$ cat src/rtl/cm0_fetch_pkg.sv
// Shared types, defaults and the Thumb-2 length decoder for the fetch stage.
package cm0_fetch_pkg;

  localparam logic [31:0] RESET_PC_DEFAULT = 32'h0000_0000;
  localparam int          FETCH_DEPTH      = 4;

  typedef logic [15:0] halfword_t;

  // A halfword opens a 32-bit encoding when its top five bits are 11101, 11110 or 11111.
  function automatic logic is_thumb32(input halfword_t hw);
    halfword_t top;
    top = hw >> 11;
    return (top == 16'd29) || (top == 16'd30) || (top == 16'd31);
  endfunction

endpackage

$ cat src/rtl/thumb_fetch_unit_chk.sv
// Invariant checker for the fetch unit: occupancy bound and word-aligned fetch address.
module thumb_fetch_unit_chk #(
  parameter int DEPTH = 4
) (
  input logic                   clk,
  input logic                   rst,
  input logic [$clog2(DEPTH):0] count,
  input logic [1:0]             addr_lo
);

  localparam int CW = $clog2(DEPTH) + 1;

  a_no_overflow: assert property (@(posedge clk) disable iff (!rst) count <= CW'(DEPTH));
  a_addr_align:  assert property (@(posedge clk) disable iff (!rst) addr_lo == 2'b00);

endmodule

$ cat src/rtl/thumb_fetch_unit_hw_fifo.sv
// Halfword prefetch FIFO: up to two pushes and two pops per cycle, with flush.
module hw_fifo
  import cm0_fetch_pkg::*;
#(
  parameter int DEPTH = FETCH_DEPTH
) (
  input  logic                     clk,
  input  logic                     rst,
  input  logic                     flush,
  input  logic [1:0]               push_n,
  input  halfword_t                push_hw0,
  input  halfword_t                push_hw1,
  input  logic [1:0]               pop_n,
  output logic [$clog2(DEPTH):0]   count,
  output halfword_t                head0,
  output halfword_t                head1
);

  localparam int AW = $clog2(DEPTH);
  localparam int CW = AW + 1;

  halfword_t       mem [DEPTH];
  logic [AW-1:0]   rd_ptr;
  logic [AW-1:0]   wr_ptr;

  assign head0 = mem[rd_ptr];
  assign head1 = mem[rd_ptr + AW'(1)];

  // Storage, pointers and occupancy; flush only rewinds pointers, contents are stale.
  always_ff @(posedge clk or negedge rst) begin
    if (!rst) begin
      for (int i = 0; i < DEPTH; i++) begin
        mem[i] <= 16'h0000;
      end
      rd_ptr <= '0;
      wr_ptr <= '0;
      count  <= '0;
    end else if (flush) begin
      rd_ptr <= '0;
      wr_ptr <= '0;
      count  <= '0;
    end else begin
      if (push_n != 2'd0) begin
        mem[wr_ptr] <= push_hw0;
      end
      if (push_n == 2'd2) begin
        mem[wr_ptr + AW'(1)] <= push_hw1;
      end
      wr_ptr <= wr_ptr + AW'(push_n);
      rd_ptr <= rd_ptr + AW'(pop_n);
      count  <= count + CW'(push_n) - CW'(pop_n);
    end
  end

endmodule

$ cat src/rtl/thumb_fetch_unit.sv
// Thumb fetch stage: word fetch with one outstanding read, halfword prefetch,
// 16/32-bit instruction assembly and branch redirect.
module thumb_fetch_unit
  import cm0_fetch_pkg::*;
#(
  parameter logic [31:0] RESET_PC = RESET_PC_DEFAULT,
  parameter int          DEPTH    = FETCH_DEPTH
) (
  input  logic        clk,
  input  logic        rst,
  output logic        imem_req,
  output logic [31:0] imem_addr,
  input  logic        imem_ready,
  input  logic        imem_rvalid,
  input  logic [31:0] imem_rdata,
  input  logic        branch,
  input  logic [31:0] branch_target,
  output logic        instr_valid,
  output logic [31:0] instr,
  output logic        instr_is32,
  output logic [31:0] instr_pc,
  input  logic        instr_ready
);

  localparam int CW = $clog2(DEPTH) + 1;

  logic [31:0]   fetch_addr;
  logic [31:0]   pc_head;
  logic          outstanding;
  logic          drop_resp;
  logic          skip_hw;
  logic [CW-1:0] count;
  halfword_t     head0;
  halfword_t     head1;
  logic          rsp;
  logic          take_data;
  logic          head_is32;
  logic          room_ok;
  logic          req_fire;
  logic [1:0]    push_n;
  logic [1:0]    pop_n;

  // A response only counts while a request is in flight; late data after reset is ignored.
  assign rsp       = imem_rvalid && outstanding;
  assign take_data = rsp && !drop_resp && !branch;
  assign push_n    = take_data ? (skip_hw ? 2'd1 : 2'd2) : 2'd0;

  assign head_is32   = is_thumb32(head0);
  assign instr_valid = !branch && (head_is32 ? (count >= CW'(2)) : (count >= CW'(1)));
  assign pop_n       = (instr_valid && instr_ready) ? (head_is32 ? 2'd2 : 2'd1) : 2'd0;
  assign instr_is32  = head_is32;
  assign instr       = head_is32 ? {head0, head1} : {16'h0000, head0};
  assign instr_pc    = pc_head;

  // Space for a full word must remain after this cycle's push and pop, so a request
  // issued alongside a response can never overfill the FIFO.
  assign room_ok  = ({1'b0, count} + (CW+1)'(push_n)) <= ((CW+1)'(DEPTH - 2) + (CW+1)'(pop_n));
  // rst gates the request so the output reads 0 while reset is held.
  assign imem_req  = rst && !branch && (!outstanding || rsp) && room_ok;
  assign req_fire  = imem_req && imem_ready;
  assign imem_addr = fetch_addr;

  hw_fifo #(.DEPTH(DEPTH)) u_fifo (
    .clk      (clk),
    .rst      (rst),
    .flush    (branch),
    .push_n   (push_n),
    .push_hw0 (skip_hw ? imem_rdata[31:16] : imem_rdata[15:0]),
    .push_hw1 (imem_rdata[31:16]),
    .pop_n    (pop_n),
    .count    (count),
    .head0    (head0),
    .head1    (head1)
  );

  thumb_fetch_unit_chk #(.DEPTH(DEPTH)) u_chk (
    .clk     (clk),
    .rst     (rst),
    .count   (count),
    .addr_lo (fetch_addr[1:0])
  );

  // Fetch address, head PC and request bookkeeping, with branch redirect taking priority.
  always_ff @(posedge clk or negedge rst) begin
    if (!rst) begin
      fetch_addr  <= RESET_PC & ~32'h0000_0003;
      pc_head     <= RESET_PC & ~32'h0000_0001;
      outstanding <= 1'b0;
      drop_resp   <= 1'b0;
      skip_hw     <= RESET_PC[1];
    end else begin
      if (req_fire) begin
        outstanding <= 1'b1;
      end else if (rsp) begin
        outstanding <= 1'b0;
      end
      if (branch) begin
        fetch_addr <= branch_target & ~32'h0000_0003;
        pc_head    <= branch_target & ~32'h0000_0001;
        skip_hw    <= branch_target[1];
        drop_resp  <= outstanding && !imem_rvalid;
      end else begin
        if (req_fire) begin
          fetch_addr <= fetch_addr + 32'd4;
        end
        if (pop_n != 2'd0) begin
          pc_head <= pc_head + (head_is32 ? 32'd4 : 32'd2);
        end
        if (rsp) begin
          drop_resp <= 1'b0;
          if (!drop_resp) begin
            skip_hw <= 1'b0;
          end
        end
      end
    end
  end

endmodule

$ cat config.mk
export PLATFORM = sky130hd
export DESIGN_NAME = thumb_fetch_unit
export DESIGN_NICKNAME = d
export VERILOG_FILES = /design/src/rtl/cm0_fetch_pkg.sv /design/src/rtl/thumb_fetch_unit_chk.sv /design/src/rtl/thumb_fetch_unit_hw_fifo.sv /design/src/rtl/thumb_fetch_unit.sv
export SDC_FILE = /design/constraint.sdc
export NUM_CORES = 1
export LEC_CHECK = 0
export CAP_MARGIN = 20
export CORE_AREA = 2 2 136 164
export DETAILED_ROUTE_END_ITERATION = 8
export DIE_AREA = 0 0 138 166
export PLACE_DENSITY = 0.69
export SLEW_MARGIN = 20
export SYNTH_ARGS = -nofsm -noshare
export SYNTH_HDL_FRONTEND = slang
export SYNTH_SLANG_ARGS = --single-unit
$ cat constraint.sdc
create_clock -name clk -period 5.3 [get_ports clk]
set_clock_uncertainty 0.05 [all_clocks]
set_input_delay 1.06 -clock clk [delete_from_list [all_inputs] [get_ports clk]]
set_output_delay 1.06 -clock clk [all_outputs]
set_load 0.005 [all_outputs]
# Yosys cells after proc, flatten, opt, wreduce, memory -nomap -nowiden
# Index checks and enable logic that the tools add are counted.
dict set report totals {
  regBits 138
  in_bits 70
  out_inout_bits 99
  word_cells 102
}
dict set report op_classes {
  add_sub_neg 10
  order_cmp 9
  n_eq_ne 5
  n_mux 36
  bitwise 4
  reduce_logical 26
}
# cell count
set op_table {}
lappend op_table {{$mux W64} 3}
lappend op_table {{$mux W32} 5}
lappend op_table {{$bwmux W64} 2}
lappend op_table {{$mux W16} 7}
lappend op_table {{$bmux W16 S2} 2}
lappend op_table {{$demux W16 S2} 2}
lappend op_table {{$add A32 B3 Y32} 1}
lappend op_table {{$add A32 B3 Y32 const B} 1}
lappend op_table {{$eq A5 B5 Y1 const B} 3}
lappend op_table {{$ge A3 B3 Y1 const B} 4}
lappend op_table {{$logic_and A1 B1 Y1} 12}
lappend op_table {{$mux W2} 6}
lappend op_table {{$not A2 Y3} 4}
lappend op_table {{$reduce_bool A2 Y1} 6}
lappend op_table {{$mux W1} 7}
lappend op_table {{$lt A3 B1 Y1 const B} 2}
lappend op_table {{$mux W3} 2}
lappend op_table {{$add A2 B1 Y2 const B} 2}
lappend op_table {{$add A2 B2 Y2} 2}
lappend op_table {{$add A3 B2 Y4} 1}
lappend op_table {{$le A4 B3 Y1} 1}
lappend op_table {{$logic_not A1 Y1} 4}
lappend op_table {{$add A2 B2 Y3 const A} 1}
lappend op_table {{$add A3 B2 Y3} 1}
lappend op_table {{7 further kinds} 9}

# Longest topological paths before layout
dict set report depth {
  word_depth 17
  mapped_depth 18
  depth_no_buf 13
}

# By module
# From an unflattened synthesis, not the netlist that was laid out.
dict set report hier_totals {
  cells_unflattened 833
  hier_area_um2 8526.9
}
# mod n_inst cells_per_inst area_each_um2 seq_area_each_um2
set by_module_without_submodules {}
lappend by_module_without_submodules {thumb_fetch_unit 1 530 4489.3 1601.5}
lappend by_module_without_submodules {hw_fifo 1 303 4037.6 1776.7}

# Worst setup path before layout
# No wires, ideal clock.
dict set report synth_path {
  path_kind {input -> output}
  from {input port branch}
  to {output port imem_req}
  arrival_time_ns 3.346
  t_required_ns 4.190
  setup_slack_ns 0.844
  stages 11
  path_buffers 0
  path_cell_list {nor4bb_1 -> and2_1 -> ha_1 -> inv_1 -> fa_1 -> inv_1 -> ha_1 -> nor2b_1 -> o21a_1 -> o21ai_1 -> and2_1}
}
dict set report synth_via {
  elab_chain_cells 7
  elab_cells_between_ends 12
  classes_between {add/sub (2); order compare (1); mux (2); reduce/logical (7)}
}
# element line
set synth_rtl {}
lappend synth_rtl {{start, declared} thumb_fetch_unit.sv:16} ;# input logic branch,
lappend synth_rtl {{$logic_not A1 Y1 *} {thumb_fetch_unit.sv:45, thumb_fetch_unit.sv:49, thumb_fetch_unit.sv:59}}
lappend synth_rtl {{$logic_and A1 B1 Y1} thumb_fetch_unit.sv:49} ;# assign instr_valid = !branch && (head_is32 ? (count >= CW'(2)) : (count >= CW'(1)));
lappend synth_rtl {{$logic_and A1 B1 Y1} thumb_fetch_unit.sv:50} ;# assign pop_n = (instr_valid && instr_ready) ? (head_is32 ? 2'd2 : 2'd1) : 2'd0;
lappend synth_rtl {{$mux W2} thumb_fetch_unit.sv:50}
lappend synth_rtl {{$add A2 B2 Y3} thumb_fetch_unit.sv:57} ;# assign room_ok = ({1'b0, count} + (CW+1)'(push_n)) <= ((CW+1)'(DEPTH - 2) + (CW+1)'(pop_n));
lappend synth_rtl {{$le A4 B3 Y1} thumb_fetch_unit.sv:57}
lappend synth_rtl {{$logic_and A1 B1 Y1 *} thumb_fetch_unit.sv:59} ;# assign imem_req = rst && !branch && (!outstanding || rsp) && room_ok;
lappend synth_rtl {{end, declared} thumb_fetch_unit.sv:11} ;# output logic imem_req,
# Mark *: on every way between the ends. The rest lies on a longest branch, timed or not.

# Final worst setup path
dict set report layout_path {
  from {input port imem_rvalid}
  to {output port imem_req}
}
dict set report layout_via {
  elab_chain_cells 7
  elab_cells_between_ends 9
  classes_between {add/sub (1); order compare (1); mux (1); reduce/logical (6)}
}
# element line
set layout_rtl {}
lappend layout_rtl {{start, declared} thumb_fetch_unit.sv:14} ;# input logic imem_rvalid,
lappend layout_rtl {{$logic_and A1 B1 Y1 *} thumb_fetch_unit.sv:44} ;# assign rsp = imem_rvalid && outstanding;
lappend layout_rtl {{$logic_and A1 B1 Y1 (2 in series)} thumb_fetch_unit.sv:45} ;# assign take_data = rsp && !drop_resp && !branch;
lappend layout_rtl {{$mux W2} thumb_fetch_unit.sv:46} ;# assign push_n = take_data ? (skip_hw ? 2'd1 : 2'd2) : 2'd0;
lappend layout_rtl {{$add A3 B2 Y4} thumb_fetch_unit.sv:57}
lappend layout_rtl {{$le A4 B3 Y1} thumb_fetch_unit.sv:57}
lappend layout_rtl {{$logic_and A1 B1 Y1 *} thumb_fetch_unit.sv:59}
# Marked as above.

==> impl_summary.txt <==
----------------------------------------------------
[Logic synthesis]
  Share of flip-flops with an asynchronous set or reset after synthesis ... 100%
  Seq/Total Area, Yosys ... a little over a third
  Post-synth EDFFs ... 0
  Yosys cell types ... 71
  Cell types with the largest area share after synthesis ... sky130_fd_sc_hd__dfrtp_1 36%, sky130_fd_sc_hd__o22ai_1 5.9%, sky130_fd_sc_hd__o22a_1 3.5%
  Synth top area share ... 35.7%
  Yosys warnings ... 0
  Most used flip-flop cell after synthesis ... sky130_fd_sc_hd__dfrtp_1
  Total of flip-flops plus latches after synthesis ... between 100 and 150
  Cell type with the highest aggregate area in the netlist ... sky130_fd_sc_hd__dfrtp_1
  Syn_area_per_cell ... 8.81 µm²
  Number of standard cells after synthesis ... 1075
  Netlist area before placement ... 9470 µm²

[Setup path]
  CP Capture Point ... imem_req
  Worst reg-to-reg setup slack ... 0.73 ns
  Startpoint type of the worst setup path ... primary input
  Worst-case reg-to-reg path depth ... 12
  Launch instance of the worst register-to-register path ... u_fifo.rd_ptr[0]
  Highest cell delay on the worst timing path ... 0.48 ns
  Cell-by-cell trace of the critical path ... clkdlybuf4s50_1, nor4bb_2, buf_4, and2_4, ha_2, inv_1, fa_1, inv_1, ha_1, nor2b_1, o21a_1, o21ai_2, and2_4, dlygate4sd2_1
  CP Data Required Time ... 4.19 ns
  Destination of the worst register-to-register timing path ... instr_pc[25]
  Highest-delay cell along the critical path ... sky130_fd_sc_hd__clkdlybuf4s50_1
  Endpoint type of the worst setup path ... primary output
  CP Class ... in2out
  Data arrival time at the worst-slack endpoint ... approximately 4 ns
  Maximum net fanout on the critical path ... 3
  Launch point of the worst path ... imem_rvalid

[Clock tree]
  Cell chosen for the clock root ... sky130_fd_sc_hd__clkbuf_16
  Clock transition at the registers of the reported paths ... 0.06 ns
  CTS Buf Count ... 17
  Longest Clk Path Bufs ... 2
  Clock sink count ... 135
  Clock tree from TritonCTS ... done
  Number of buffers inserted by hold repair at cts ... 0
  Clock Latency Late Sink ... 0.43 ns
  Number of H-tree levels ... 4

[STA]
  Period Utilization, post-route ... a little over nine tenths
  Final number of max-transition violations ... 0
  FMAX ... between 0.15 and 0.2 GHz
  Slew headroom ... 35.5%
  Setup repair after global routing missed its margin ... no
  Transition time at the pin with the least slew margin ... 0.968 ns
  Final number of hold-violating endpoints ... 0
  Clock period minus final worst setup slack ... 5.07 ns
  Finish-stage setup viols ... 0

[Floorplanning]
  Floorplan Core Area ... 21400 µm²
  I/O Pins ... 169
  Die area ... around 23000 µm²
  Die Span Y ... 166 µm
  Initial cell density of the core ... approximately 44%
  FP Rows ... 59
  Die X-Extent ... 138 µm

[Global routing]
  Initial antenna violation count ... 1
  Number of global-route vias before repair ... around 9200
  Tot GR Track Use ... between 20% and 30%
  Pin count of the biggest net entering global routing ... 98
  GR Overflow Total ... 0
  Wire length of the first global-routing pass ... 50.1 mm

[Placed design]
  Half-perimeter wire length after detailed placement ... around 21 mm
  Final GP Congestion ... just under 0.9
  Count of input and output buffers ... 164
  Number of cells after detailed placement ... 1454

[Final layout]
  Commonest cells after routing, fill and taps aside ... 161 x sky130_fd_sc_hd__clkdlybuf4s50_1, 131 x sky130_fd_sc_hd__dfrtp_1, 89 x sky130_fd_sc_hd__o22ai_1
  Leading cell type in the layout, fill and taps excluded ... sky130_fd_sc_hd__clkdlybuf4s50_1
  Fillcell total ... 1948
  Footprint of the multi-input gates ... between 5000 and 6000 µm²
  Area growth syn-to-layout ... 26.1%
  Register area ... 3380 µm²
  Number of non-filler instances in the completed layout ... between 1000 and 1500
  Fraction of final layout cells sized beyond drive strength 1 ... 9.89%
  Final standard cell utilization of the core ... between 50% and 60%
  Layout Nets ... ~1300

[Power]
  Fraction of power consumed by combinational cells ... 25.9%
  Reg power frac ... 37.2%
  Psw ... 1100 µW
  Cell internal pwr ... 2320 µW
  Worst ir drop on vdd ... 0.222 mV
  Switching part of the total ... 32.1%
  Clock power share ... 36.9%
  LEAKAGE ... 0.00475 µW
  Total power per unit cell area ... 287 nW/µm²

[Drt]
  Total number of vias ... 9683
  Remaining number of nets flagged by the antenna check after routing ... 0
  Number of remaining DRC errors ... 0
  Number of iterations in the first detailed-routing pass ... 5
  Routed wirelength normalized by instance count ... 21.1 µm
  Routed Wire Length ... 31.4 mm
  Mean number of vias per cell ... 6.51
  First DRT Iteration DRCs ... about 860

[Status]
  Run status ... finished, final reports clean

[Flow run]
  Max-cap violations ... 0

[Worst hold path]
  Hold WC Path Type ... in2async

----------------------------------------------------
## layer usage
layer | vias up | global-route usage (%) | routed length, µm
met2 | 461 | 44.3 | 15200
met1 | 4711 | 34.9 | 12900
met3 | 62 | 5.74 | 2320
li1 | 4449 | - | -
met4 | 0 | 10.2 | 970
met5 | - | 0 | 0
## cells in the mapped netlist (11+ instances only)
master and number:
sky130_fd_sc_hd__o22ai_1 89, sky130_fd_sc_hd__o22a_1 38, sky130_fd_sc_hd__mux2_2 27, sky130_fd_sc_hd__dfrtp_1 135, sky130_fd_sc_hd__mux2i_1 33, sky130_fd_sc_hd__nand4_1 20, sky130_fd_sc_hd__and3_1 22, sky130_fd_sc_hd__o21ai_0 24
sky130_fd_sc_hd__inv_1 29, sky130_fd_sc_hd__o31ai_1 20, sky130_fd_sc_hd__o221ai_1 25, sky130_fd_sc_hd__a211oi_1 13, sky130_fd_sc_hd__ha_1 12, sky130_fd_sc_hd__or3_1 16, sky130_fd_sc_hd__nor2_1 48, sky130_fd_sc_hd__o31a_1 13
sky130_fd_sc_hd__o211ai_1 12, sky130_fd_sc_hd__buf_1 12, sky130_fd_sc_hd__nand2b_1 12, sky130_fd_sc_hd__clkbuf_1 64, sky130_fd_sc_hd__nand3_1 37, sky130_fd_sc_hd__nor2b_1 11, sky130_fd_sc_hd__a22oi_1 11, sky130_fd_sc_hd__a21oi_1 58
sky130_fd_sc_hd__a31oi_1 34, sky130_fd_sc_hd__nor3_1 21, sky130_fd_sc_hd__nand2_1 88
## state kept, by name (all words and copies together), names as in the netlist
register,cells
skip_hw,1
instr_pc,31
u_fifo.count,3
outstanding,1
drop_resp,1
u_fifo.mem,64
u_fifo.wr_ptr,2
u_fifo.rd_ptr,2
imem_addr,30
## final cells by class
class	count	share of cell area, %
inverters	31	1.02
well taps	274	2.87
flip-flops and latches	135	28.3
clock inverters	15	1.59
clock buffers	17	3.56
diodes	1	0.0209
multi-input cells	818	46.9
repair buffers	197	15.8
## power groups by stage
stage	Combinational, µW	Sequential [µW]	Clock (µW)
3_5_place_dp	878	1280	0
3_3_place_gp	863	1280	0
6_report	888	1270	1260
4_1_cts	889	1270	1280
2_1_floorplan	497	1250	0
5_1_grt	969	1290	1320
## per-stage QoR
step | worst slack [ns] | area (µm²) | hold WS (ns) | setup TNS [ns] | total power [µW]
after floorplan | 0.844 | 9480 | 0.430 | 0 | 1740
after global placement | -0.0613 | 11300 | 0.457 | -0.0613 | 2150
after detailed placement | -0.0941 | 11300 | 0.478 | -0.0941 | 2160
after CTS | 0.160 | 11900 | 0.445 | 0 | 3440
after global routing | 0.0912 | 11900 | 0.452 | 0 | 3580
final | 0.226 | 11900 | 0.444 | 0 | 3430
## how the worst min path moves through the flow
stage                   startpoint             end  slack (ns)  cells after the start
CTS                            rst   u_fifo.mem[7]        0.44                      1
global placement       outstanding       drop_resp        0.46                      1
floorplan           u_fifo.mem[47]  u_fifo.mem[47]        0.43                      1
global route                   rst   u_fifo.mem[7]        0.45                      1
finish                         rst   u_fifo.mem[7]        0.44                      1
detailed placement  u_fifo.mem[15]  u_fifo.mem[15]        0.48                      1
## cells by family (layout without fill, tap and decap cells)
kind of cell	Yosys count	in the layout	share of synthesized area [%]
AOI/OAI and AO/OA	396	396	29.6
and+or+nand+nor	328	328	18.0
DFF	135	135	35.7
buffers and inverters	124	260	5.50
muxes	65	65	7.81
adders and majority gates	16	16	2.43
xor gates and xnor gates	10	10	0.925
other	1	4	0.0396
## worst max-delay path, delay by kind of cell
kind	cells	cell delay, ns
AND/OR/NAND/NOR	4	0.66
adder cells (fa/ha/maj)	3	0.93
AO/OA/AOI/OAI	2	0.35
buffers and inverters	5	0.95
## timing repair
| action | CTS | global route |
|---|---|---|
| setup endpoints to repair | 1 | 4 |
| resized for setup | 6 | 1 |
| setup buffers | 1 | 0 |
| pin swaps | 1 | 0 |
(Power assumes the default switching activity.)
